`src/rtl/serial_tx_shift.sv`:
```
// Parallel-in/serial-out transmitter for the FP adder serial interface.
// A word is captured on an accepted load and presented LSB-first, one bit
// per downstream read strobe, followed by a single-cycle end-of-frame pulse.
//
// Ports:
//   clk_in       system clock, rising edge
//   rst_n_in     asynchronous active-low reset
//   parallel_in  word to transmit, sampled only on an accepted load
//   load_in      load strobe, accepted only while idle
//   rd_in        downstream bit-consume strobe
//   en_in        output enable / shift freeze
//   serial_out   current frame bit (LSB first)
//   valid_out    serial_out carries a live frame bit
//   busy_out     frame in progress
//   done_out     one-cycle pulse after the last bit is consumed
module serial_tx_shift #(
    parameter int unsigned WIDTH = 16,
    parameter int unsigned CNT_W = $clog2(WIDTH)
) (
    input  logic             clk_in,
    input  logic             rst_n_in,
    input  logic [WIDTH-1:0] parallel_in,
    input  logic             load_in,
    input  logic             rd_in,
    input  logic             en_in,
    output logic             serial_out,
    output logic             valid_out,
    output logic             busy_out,
    output logic             done_out
);

    localparam logic [CNT_W-1:0] LAST_BIT = CNT_W'(WIDTH - 1);

    typedef enum logic [1:0] {
        ST_IDLE  = 2'd0,
        ST_SHIFT = 2'd1,
        ST_DONE  = 2'd2
    } state_t;

    state_t           state;
    state_t           state_nxt;
    logic [WIDTH-1:0] shreg;
    logic [WIDTH-1:0] shreg_nxt;
    logic [CNT_W-1:0] count;
    logic [CNT_W-1:0] count_nxt;

    // State, shift register and bit counter
    always_ff @(posedge clk_in or negedge rst_n_in) begin
        if (!rst_n_in) begin
            state <= ST_IDLE;
            shreg <= '0;
            count <= '0;
        end else begin
            state <= state_nxt;
            shreg <= shreg_nxt;
            count <= count_nxt;
        end
    end

    // Next-state and datapath update
    always_comb begin
        state_nxt = state;
        shreg_nxt = shreg;
        count_nxt = count;
        case (state)
            ST_IDLE: begin
                // A simultaneous rd_in is irrelevant here: nothing is in flight
                if (load_in) begin
                    shreg_nxt = parallel_in;
                    count_nxt = '0;
                    state_nxt = ST_SHIFT;
                end
            end
            ST_SHIFT: begin
                if (rd_in && en_in) begin
                    if (count == LAST_BIT) begin
                        // Counter parks at the last index; no wrap inside a frame
                        state_nxt = ST_DONE;
                    end else begin
                        shreg_nxt = shreg >> 1;
                        count_nxt = count + CNT_W'(1);
                    end
                end
            end
            ST_DONE: begin
                state_nxt = ST_IDLE;
            end
            default: begin
                state_nxt = ST_IDLE;
            end
        endcase
    end

    // Outputs decode registered state only; en_in gates the live bit
    always_comb begin
        serial_out = (state == ST_SHIFT) & shreg[0] & en_in;
        valid_out  = (state == ST_SHIFT) & en_in;
        busy_out   = (state != ST_IDLE);
        done_out   = (state == ST_DONE);
    end

endmodule

```
`config.mk`:
```
export PLATFORM = sky130hd
export DESIGN_NAME = serial_tx_shift
export DESIGN_NICKNAME = d
export VERILOG_FILES = /design/src/rtl/serial_tx_shift.sv
export SDC_FILE = /design/constraint.sdc
export NUM_CORES = 1
export LEC_CHECK = 0
export CAP_MARGIN = 5
export CORE_UTILIZATION = 50
export CTS_BUF_LIST = sky130_fd_sc_hd__clkbuf_4
export DETAILED_ROUTE_END_ITERATION = 10
export PLACE_DENSITY = 0.77
export SYNTH_ARGS = -nofsm -noshare
export SYNTH_HDL_FRONTEND = slang
export SYNTH_SLANG_ARGS = --single-unit
```
`constraint.sdc`:
```
create_clock -name clk_in -period 5 [get_ports clk_in]
set_input_delay 1 -clock clk_in [delete_from_list [all_inputs] [get_ports clk_in]]
set_output_delay 1 -clock clk_in [all_outputs]
set_load 0.01 [all_outputs]
```
==> impl_metrics.csv, run 1 <==
group,metric,value,unit
logic_synthesis,avgSynthCellArea,13.0,um2
logic_synthesis,synth_cell_types,31,
timing,tns,0,ns
timing,grt_setup_unrepaired,"no",
layout,nets,138,
logic_synthesis,synthTopCellsByArea,"dfrtp_1 (47%), mux2_2 (20%), mux2_4 (7.6%)",
logic_synthesis,netlist.area_leader.share,0.465,
clocking,cts_hold_buf,0,
clocking,numCtsBuffers,3,
layout,fin_util,0.652,
routing,wire_per_inst,14.9,um
floorplan,row_count,17,
clocking,postCtsSetupRepairBufs,0,
grt,grt_usage,0.202,
critical_path,critPathKind,"in2out",
timing,hold_viol,0,
critical_path,cp_num_buf_inv,2,
logic_synthesis,synth_compound_area_frac,0.0465,
critical_path,critPathLaunchType,"input port",
routing,drtAntennaViolNets,0,
logic_synthesis,synthAdderAreaFrac,0.0106,
critical_path,path_cells,"clkdlybuf4s50_1, and3_1, clkdlybuf4s50_1",
clocking,htree_num_levels,1,
routing,drc,0,
grt,grt_antenna_before_repair,0,
timing,fin_ws,1.67,ns
grt,grt.overflow.total,0,
logic_synthesis,syn_nets,113,
grt,grt_start_max_net_pins,23,
layout,drive_gt1_frac,0.296,
layout,final_common_cell,"clkdlybuf4s50_1",
logic_synthesis,synth-seq-area-share,0.465,
logic_synthesis,synth_seq_cells,22,
timing,tightest_slew,0.971,ns
clocking,clock_latency,0.30,ns
timing,setup_violations,0,
logic_synthesis,synth_xor_area_frac,0,
clocking,clockBufferDepth,2,
logic_synthesis,synthSimpleGateAreaFrac,0.110,
place,dp_slack,1.69,ns
floorplan,die_y,50.7,um
routing,drt_iter0_drc,13,
logic_synthesis,synthFlopType,"dfrtp_1",
power,power_density,474,nW/um2
floorplan,die_x,50.7,um
run_status,status,"finished, final reports clean",
grt,grt_pass1_vias,785,
power,vdd_ir_drop_max,0.296,mV
critical_path,crit_family,"buffers and inverters",
place,post_dp_cell_area,1420,um2
grt,grt_pass1_wl,3.66,mm
layout,final_area,1440,um2
logic_synthesis,synth-edff-count,0,
routing,dr.pass1.iters,4,
critical_path,worstPathRequired,4.00,ns
run,max_cap_violations,0,
critical_path,max_stage_delay,0.60,ns
critical_path,end_kind,"primary output",
floorplan,dieArea,2570,um2
timing,drv_slew,0,
layout,final_cell_mix,"clkdlybuf4s50_1 (24), dfrtp_1 (22), mux2_2 (21)",
critical_path,cp_common_cell,"clkdlybuf4s50_1",
place,portBuffers,24,
routing,via_per_inst,5.61,
timing,fin_crit_sh,0.666,
logic_synthesis,async_flop_share,1.00,
logic_synthesis,netlist_area,1180,um2
logic_synthesis,synth_top_family_by_area,"multiplexers",
timing,min_period,3.33,ns
layout,diodes,0,
timing,timing.fmax,0.300,GHz
logic_synthesis,netlist_instances,91,
layout,area.growth.synth_to_final,21.9,%
clocking,cts_resized,0,
min_path,min_path_type,"reg2reg",
floorplan,core_area,2210,um2
critical_path,cp_max_fo,6,
logic_synthesis,yosysWarningCount,0,
routing,drt-total-wl,2.13,mm
routing,vias,802,
timing,maxSlewHeadroom,0.351,
clocking,root_buffer,"clkbuf_4",
power,p_leak,0.000644,uW
critical_path,critical_path.slowest_cell,"clkdlybuf4s50_1",
clocking,cts.sink_count,22,
clocking,cts_tree,"built",
power,totalPowerFinal,684,uW
clocking,path_clk_slew,0.11,ns
logic_synthesis,post-synth-top-area-cell,"dfrtp_1",
timing,clock_skew,0.00121,ns
logic_synthesis,synth_mux_area_frac,0.313,
critical_path,arrival,2.33,ns
place,gp_congestion,0.805,
floorplan,io_pins,25,
floorplan,initial_utilization,0.535,
## worst register-to-register path, stage by stage, from the launching register on
cell	delay, ns
dfrtp_1	0.50
nor3b_2	0.36
a21o_1	0.66
mux2_2	0.42
## synth_stat cells, drive strengths merged (2+ instances only)
master  count
nand2       2
nand2b      2
nand4       2
buf         5
o22ai       3
o21ai       4
dfrtp      22
mux2       30
nand3       2
inv         4
## final cells by class
type	count	area [um2]
Tap cell	28	35.0
Timing Repair Buffer	25	248
Sequential cell	22	551
Multi-Input combinational cell	60	568
Clock buffer	3	22.5
Fill cell	186	769
Inverter	4	15.0
Clock inverter	1	3.75
## cells by family after synthesis
kind of cell,Yosys count
flops,22
buf+inv,9
simple gates,19
compound gates,9
mux,31
fa+ha+maj,1
## power by group
| part | internal [uW] | total [uW] | switching, uW |
|---|---|---|---|
| sequential | 254 | 305 | 51.0 |
| combinational | 193 | 298 | 105 |
| clock | 29.2 | 81.1 | 52.0 |
| total | 476 | 684 | 208 |
## routing by layer
layer / global-route usage / wire length [um] / part of all wire
met1: 0.225 / 908 / 0.43
met2: 0.351 / 1060 / 0.50
met3: 0.0455 / 117 / 0.055
met4: 0.116 / 46 / 0.022
met5: 0 / 0 / 0
## registers in the layout (all words and copies together) (netlist names)
signal / flops
count: 4
shreg: 16
state: 2
## worst paths after layout
check	startpoint	end	slack, ns	depth (start not counted)
max in group asynchronous	rst_n_in	shreg[15]$_DFFE_PN0P_	3.20	1
min reg2reg	shreg[10]$_DFFE_PN0P_	shreg[10]$_DFFE_PN0P_	0.50	1
max reg2reg	state[0]$_DFFE_PN0P_	shreg[3]$_DFFE_PN0P_	2.95	3
min in group asynchronous	rst_n_in	state[1]$_DFFE_PN0P_	1.22	1
max	en_in	serial_out	1.67	3
min	shreg[10]$_DFFE_PN0P_	shreg[10]$_DFFE_PN0P_	0.50	1
## metrics by stage
stage                     hold WS [ns]  cells
after detailed placement         0.476    139
after CTS                        0.505    143
after global routing             0.534    143
final                            0.502    143
after floorplan                  0.454     91
after global placement           0.469    139
No activity file was read; power rests on OpenSTA's default activity.
==> run 2: changes to the inputs <==
==> constraint.sdc (replaced) <==
create_clock -name clk_in -period 3.23 [get_ports clk_in]
set_input_delay 0.646 -clock clk_in [delete_from_list [all_inputs] [get_ports clk_in]]
set_output_delay 0.646 -clock clk_in [all_outputs]
set_load 0.01 [all_outputs]
==> impl_metrics.csv, run 2 (synthesis gave the netlist of run 1 again) <==
group,metric,value,unit
timing,tightest_slew,0.351,ns
clocking,clockBufferDepth,2,
layout,final_cell_mix,"clkdlybuf4s50_1 (24), dfrtp_1 (22), mux2_2 (21)",
run_status,status,"finished, final reports clean",
layout,nets,140,
critical_path,critPathKind,"in2out",
timing,maxSlewHeadroom,0.766,
timing,clock_skew,0.00181,ns
layout,area.growth.synth_to_final,23.9,%
timing,hold_viol,0,
floorplan,die_x,50.7,um
floorplan,die_y,50.7,um
layout,reg_top3,"shreg (16), count (4), state (2)",
layout,diodes,0,
routing,via_per_inst,5.52,
timing,setup_violations,0,
routing,drt-total-wl,2.15,mm
critical_path,worstPathRequired,2.58,ns
timing,fin_crit_sh,0.803,
critical_path,cp_common_cell,"clkdlybuf4s50_1",
clocking,numCtsBuffers,3,
floorplan,core_area,2210,um2
floorplan,row_count,17,
routing,dr.pass1.iters,4,
grt,grt_pass1_vias,823,
timing,min_period,2.59,ns
timing,fin_ws,0.637,ns
clocking,root_buffer,"clkbuf_4",
clocking,cts_tree,"built",
floorplan,initial_utilization,0.535,
grt,grt_usage,0.198,
routing,drc,0,
grt,grt_start_max_net_pins,23,
floorplan,dieArea,2570,um2
place,portBuffers,24,
timing,tns,0,ns
routing,drtAntennaViolNets,0,
critical_path,cp_max_fo,6,
place,dp_slack,0.638,ns
critical_path,path_cells,"clkdlybuf4s50_1, and3_1, clkdlybuf4s50_1",
timing,grt_setup_unrepaired,"no",
layout,top_register,"shreg",
clocking,postCtsSetupRepairBufs,0,
power,power_density,730,nW/um2
timing,drv_slew,0,
grt,grt_antenna_before_repair,0,
critical_path,arrival,1.95,ns
layout,largest_reg_flops,16,
min_path,min_path_type,"reg2reg",
clocking,path_clk_slew,0.11,ns
timing,timing.fmax,0.386,GHz
place,gp_congestion,0.793,
grt,grt_pass1_wl,3.66,mm
routing,wire_per_inst,14.9,um
clocking,cts_hold_buf,0,
clocking,clock_latency,0.29,ns
clocking,cts.sink_count,22,
power,vdd_ir_drop_max,0.460,mV
clocking,htree_num_levels,1,
routing,drt_iter0_drc,7,
critical_path,end_kind,"primary output",
floorplan,io_pins,25,
place,dp_hpwl,1.64,mm
critical_path,max_stage_delay,0.57,ns
layout,final_common_cell,"clkdlybuf4s50_1",
grt,grt.overflow.total,0,
routing,vias,795,
power,p_leak,0.000656,uW
layout,drive_gt1_frac,0.310,
critical_path,critPathLaunchType,"input port",
layout,fillerInstances,173,
clocking,cts_resized,0,
run,max_cap_violations,0,
power,totalPowerFinal,1070,uW
critical_path,critical_path.slowest_cell,"clkdlybuf4s50_1",
==> run 2: cell count changes in the layout (fill, tap and decap cells not counted) <==
| cell | delta |
|---|---|
| clkinv_1 | -1 |
| buf_4 | +1 |
| buf_12 | +1 |
==> run 2: path summary, 6_finish.rpt <==
path,to,startpoint,depth (start not counted),slack [ns]
max in group asynchronous,count[3]$_DFFE_PN0P_,rst_n_in,2,2.32
setup / recovery,serial_out,en_in,3,0.64
hold reg to reg,shreg[10]$_DFFE_PN0P_,shreg[10]$_DFFE_PN0P_,1,0.52
min in group asynchronous,state[1]$_DFFE_PN0P_,rst_n_in,2,0.69
setup reg to reg,shreg[2]$_DFFE_PN0P_,state[0]$_DFFE_PN0P_,4,1.35
hold / removal,shreg[10]$_DFFE_PN0P_,shreg[10]$_DFFE_PN0P_,1,0.52
==> run 2: cell type report <==
class	count	area, um2	area share
repair buffers	27	275	0.188
clock buffers	3	22.5	0.0154
flip-flops and latches	22	551	0.375
multi-input cells	60	568	0.387
well taps	28	35.0	0.0239
inverters	4	15.0	0.0102
==> run 2: metal layers <==
layer,vias to the layer above,GRT usage,share of wire,wire length (um)
met5,-,0,0,0
met4,0,0.0833,0.020,42
met3,4,0.0364,0.025,54
met2,16,0.349,0.53,1130
met1,397,0.234,0.43,919
li1,378,-,-,-
==> run 2: critical path: cells and delay by family <==
family,cells,cell delay (ns)
buffers and inverters,2,1.10
and+or+nand+nor,1,0.20
==> run 2: power breakdown <==
group	internal, uW	leakage [uW]	total (uW)	switching [uW]
clock network	43.3	0.0000138	115	71.7
logic	311	0.000370	480	168
registers	394	0.000272	475	81.3
total	748	0.000656	1070	321
==> run 2: per-stage QoR <==
stage	hold WS, ns	area (um2)	cells	util
global route	0.536	1470	144	0.663
floorplan	0.350	1180	91	-
CTS	0.523	1470	144	0.663
finish	0.517	1470	144	0.663
detailed placement	0.495	1440	141	0.653
global placement	0.469	1440	141	0.653
==> run 3: changes to the inputs <==
--- a/config.mk
+++ b/config.mk
@@ -6,10 +6,10 @@
 export NUM_CORES = 1
 export LEC_CHECK = 0
 export CAP_MARGIN = 5
-export CORE_UTILIZATION = 50
+export CORE_UTILIZATION = 47
 export CTS_BUF_LIST = sky130_fd_sc_hd__clkbuf_4
 export DETAILED_ROUTE_END_ITERATION = 10
-export PLACE_DENSITY = 0.77
+export PLACE_DENSITY = 0.75
 export SYNTH_ARGS = -nofsm -noshare
 export SYNTH_HDL_FRONTEND = slang
 export SYNTH_SLANG_ARGS = --single-unit
==> constraint.sdc (replaced) <==
create_clock -name clk_in -period 2.1 [get_ports clk_in]
set_input_delay 0.42 -clock clk_in [delete_from_list [all_inputs] [get_ports clk_in]]
set_output_delay 0.42 -clock clk_in [all_outputs]
set_load 0.01 [all_outputs]
==> impl_metrics.csv, run 3 (synthesis gave the netlist of run 1 again) <==
group,metric,value,unit
layout,nets,147,
grt,grt_antenna_before_repair,0,
floorplan,dieArea,2720,um2
grt,grt_start_max_net_pins,23,
layout,largest_reg_flops,16,
floorplan,die_x,52.2,um
routing,drt-total-wl,2.15,mm
floorplan,initial_utilization,0.515,
routing,drtAntennaViolNets,0,
power,vdd_ir_drop_max,0.687,mV
timing,drv_slew,0,
run,max_cap_violations,0,
routing,drt_iter0_drc,4,
timing,grt_setup_unrepaired,"no",
routing,vias,799,
timing,maxSlewHeadroom,0.817,
timing,fin_ws,0.179,ns
clocking,numCtsBuffers,3,
grt,grt_pass1_wl,3.57,mm
timing,hold_viol,0,
power,power_density,1110,nW/um2
critical_path,arrival,1.50,ns
timing,min_period,1.92,ns
place,dp_hpwl,1.59,mm
layout,reg_top3,"shreg (16), count (4), state (2)",
clocking,clockBufferDepth,2,
layout,area.growth.synth_to_final,29.3,%
place,dp_slack,-0.0267,ns
routing,dr.pass1.iters,4,
clocking,path_clk_slew,0.12,ns
critical_path,worstPathRequired,1.68,ns
timing,clock_skew,0.00564,ns
layout,top_register,"shreg",
routing,wire_per_inst,14.1,um
power,p_leak,0.000722,uW
floorplan,die_y,52.2,um
grt,grt.overflow.total,0,
grt,grt_usage,0.185,
routing,drc,0,
timing,setup_violations,0,
layout,diodes,0,
clocking,htree_num_levels,1,
clocking,cts_tree,"built",
clocking,cts_hold_buf,0,
place,gp_congestion,0.811,
clocking,clock_latency,0.30,ns
clocking,cts.sink_count,22,
layout,final_common_cell,"dfrtp_1",
place,portBuffers,24,
floorplan,core_area,2300,um2
layout,fin_util,0.666,
clocking,root_buffer,"clkbuf_4",
layout,final_cell_mix,"dfrtp_1 (22), mux2_2 (21), clkdlybuf4s50_1 (20)",
floorplan,io_pins,25,
routing,via_per_inst,5.26,
critical_path,critPathLaunchType,"flip-flop",
layout,drive_gt1_frac,0.355,
critical_path,critPathKind,"reg2out",
run_status,status,"finished, final reports clean",
min_path,min_path_type,"in2async",
timing,tightest_slew,0.274,ns
timing,fin_crit_sh,0.915,
critical_path,cp_max_fo,9,
critical_path,end_kind,"primary output",
grt,grt_pass1_vias,790,
floorplan,row_count,17,
timing,timing.fmax,0.521,GHz
run 3: cell count changes in the layout (fill, tap and decap cells not counted), sizes merged:
cell and delta:
dlygate4sd2 +1, dlymetal6s2s +3, clkinv +1, clkdlybuf4s50 -4, buf +7
run 3: where the power goes:
part,switching (uW),total [uW],internal [uW]
Combinational,284,796,512
Clock,118,187,69.2
Sequential,106,712,605
run 3: metal layers:
metal | up-vias | global-route usage | share of wire | wire length [um]
met1 | 383 | 0.238 | 0.47 | 999
met5 | - | 0 | 0 | 0
li1 | 393 | - | - | -
met4 | 0 | 0.0789 | 0.0061 | 13
met3 | 2 | 0.0348 | 0.041 | 89
met2 | 21 | 0.303 | 0.49 | 1050
run 3: layout make-up:
type / count / area, um2
fillers: 197 / 767
multi-input cells: 60 / 569
flip-flops and latches: 22 / 551
repair buffers: 34 / 334
well taps: 28 / 35.0
clock buffers: 3 / 22.5
inverters: 4 / 15.0
clock inverters: 1 / 3.75
run 3: path summary, 6_finish.rpt:
kind,slack [ns],endpoint,depth (start not counted),startpoint
min in group clk_in,0.52,shreg[4]$_DFFE_PN0P_,1,shreg[4]$_DFFE_PN0P_
max in group asynchronous,1.43,count[0]$_DFFE_PN0P_,2,rst_n_in
worst min register to register,0.52,shreg[4]$_DFFE_PN0P_,1,shreg[4]$_DFFE_PN0P_
worst min-delay path,0.45,shreg[8]$_DFFE_PN0P_,2,rst_n_in
worst max-delay path,0.18,done_out,3,state[0]$_DFFE_PN0P_
worst max register to register,0.44,shreg[3]$_DFFE_PN0P_,5,count[0]$_DFFE_PN0P_
run 3: repair_timing:
action,4_1_cts,5_1_grt
endpoints found under the setup margin,2,3
setup buffers,1,0
gates resized for setup,2,3
run 3: critical path: stages, from the launching register on:
cell             delay (ns)
dfrtp_1                0.39
buf_4                  0.16
nor2b_1                0.11
clkdlybuf4s50_1        0.54
run 3: metrics by stage:
step	hold slack, ns	setup TNS [ns]	instances	total power [uW]	cell area, um2
after floorplan	0.124	0	91	1300	1180
after global placement	0.474	-0.0530	147	1480	1490
after detailed placement	0.490	-0.0267	147	1510	1490
after CTS	0.456	0	152	1720	1520
after global routing	0.446	0	152	1820	1530
final	0.453	0	152	1690	1530
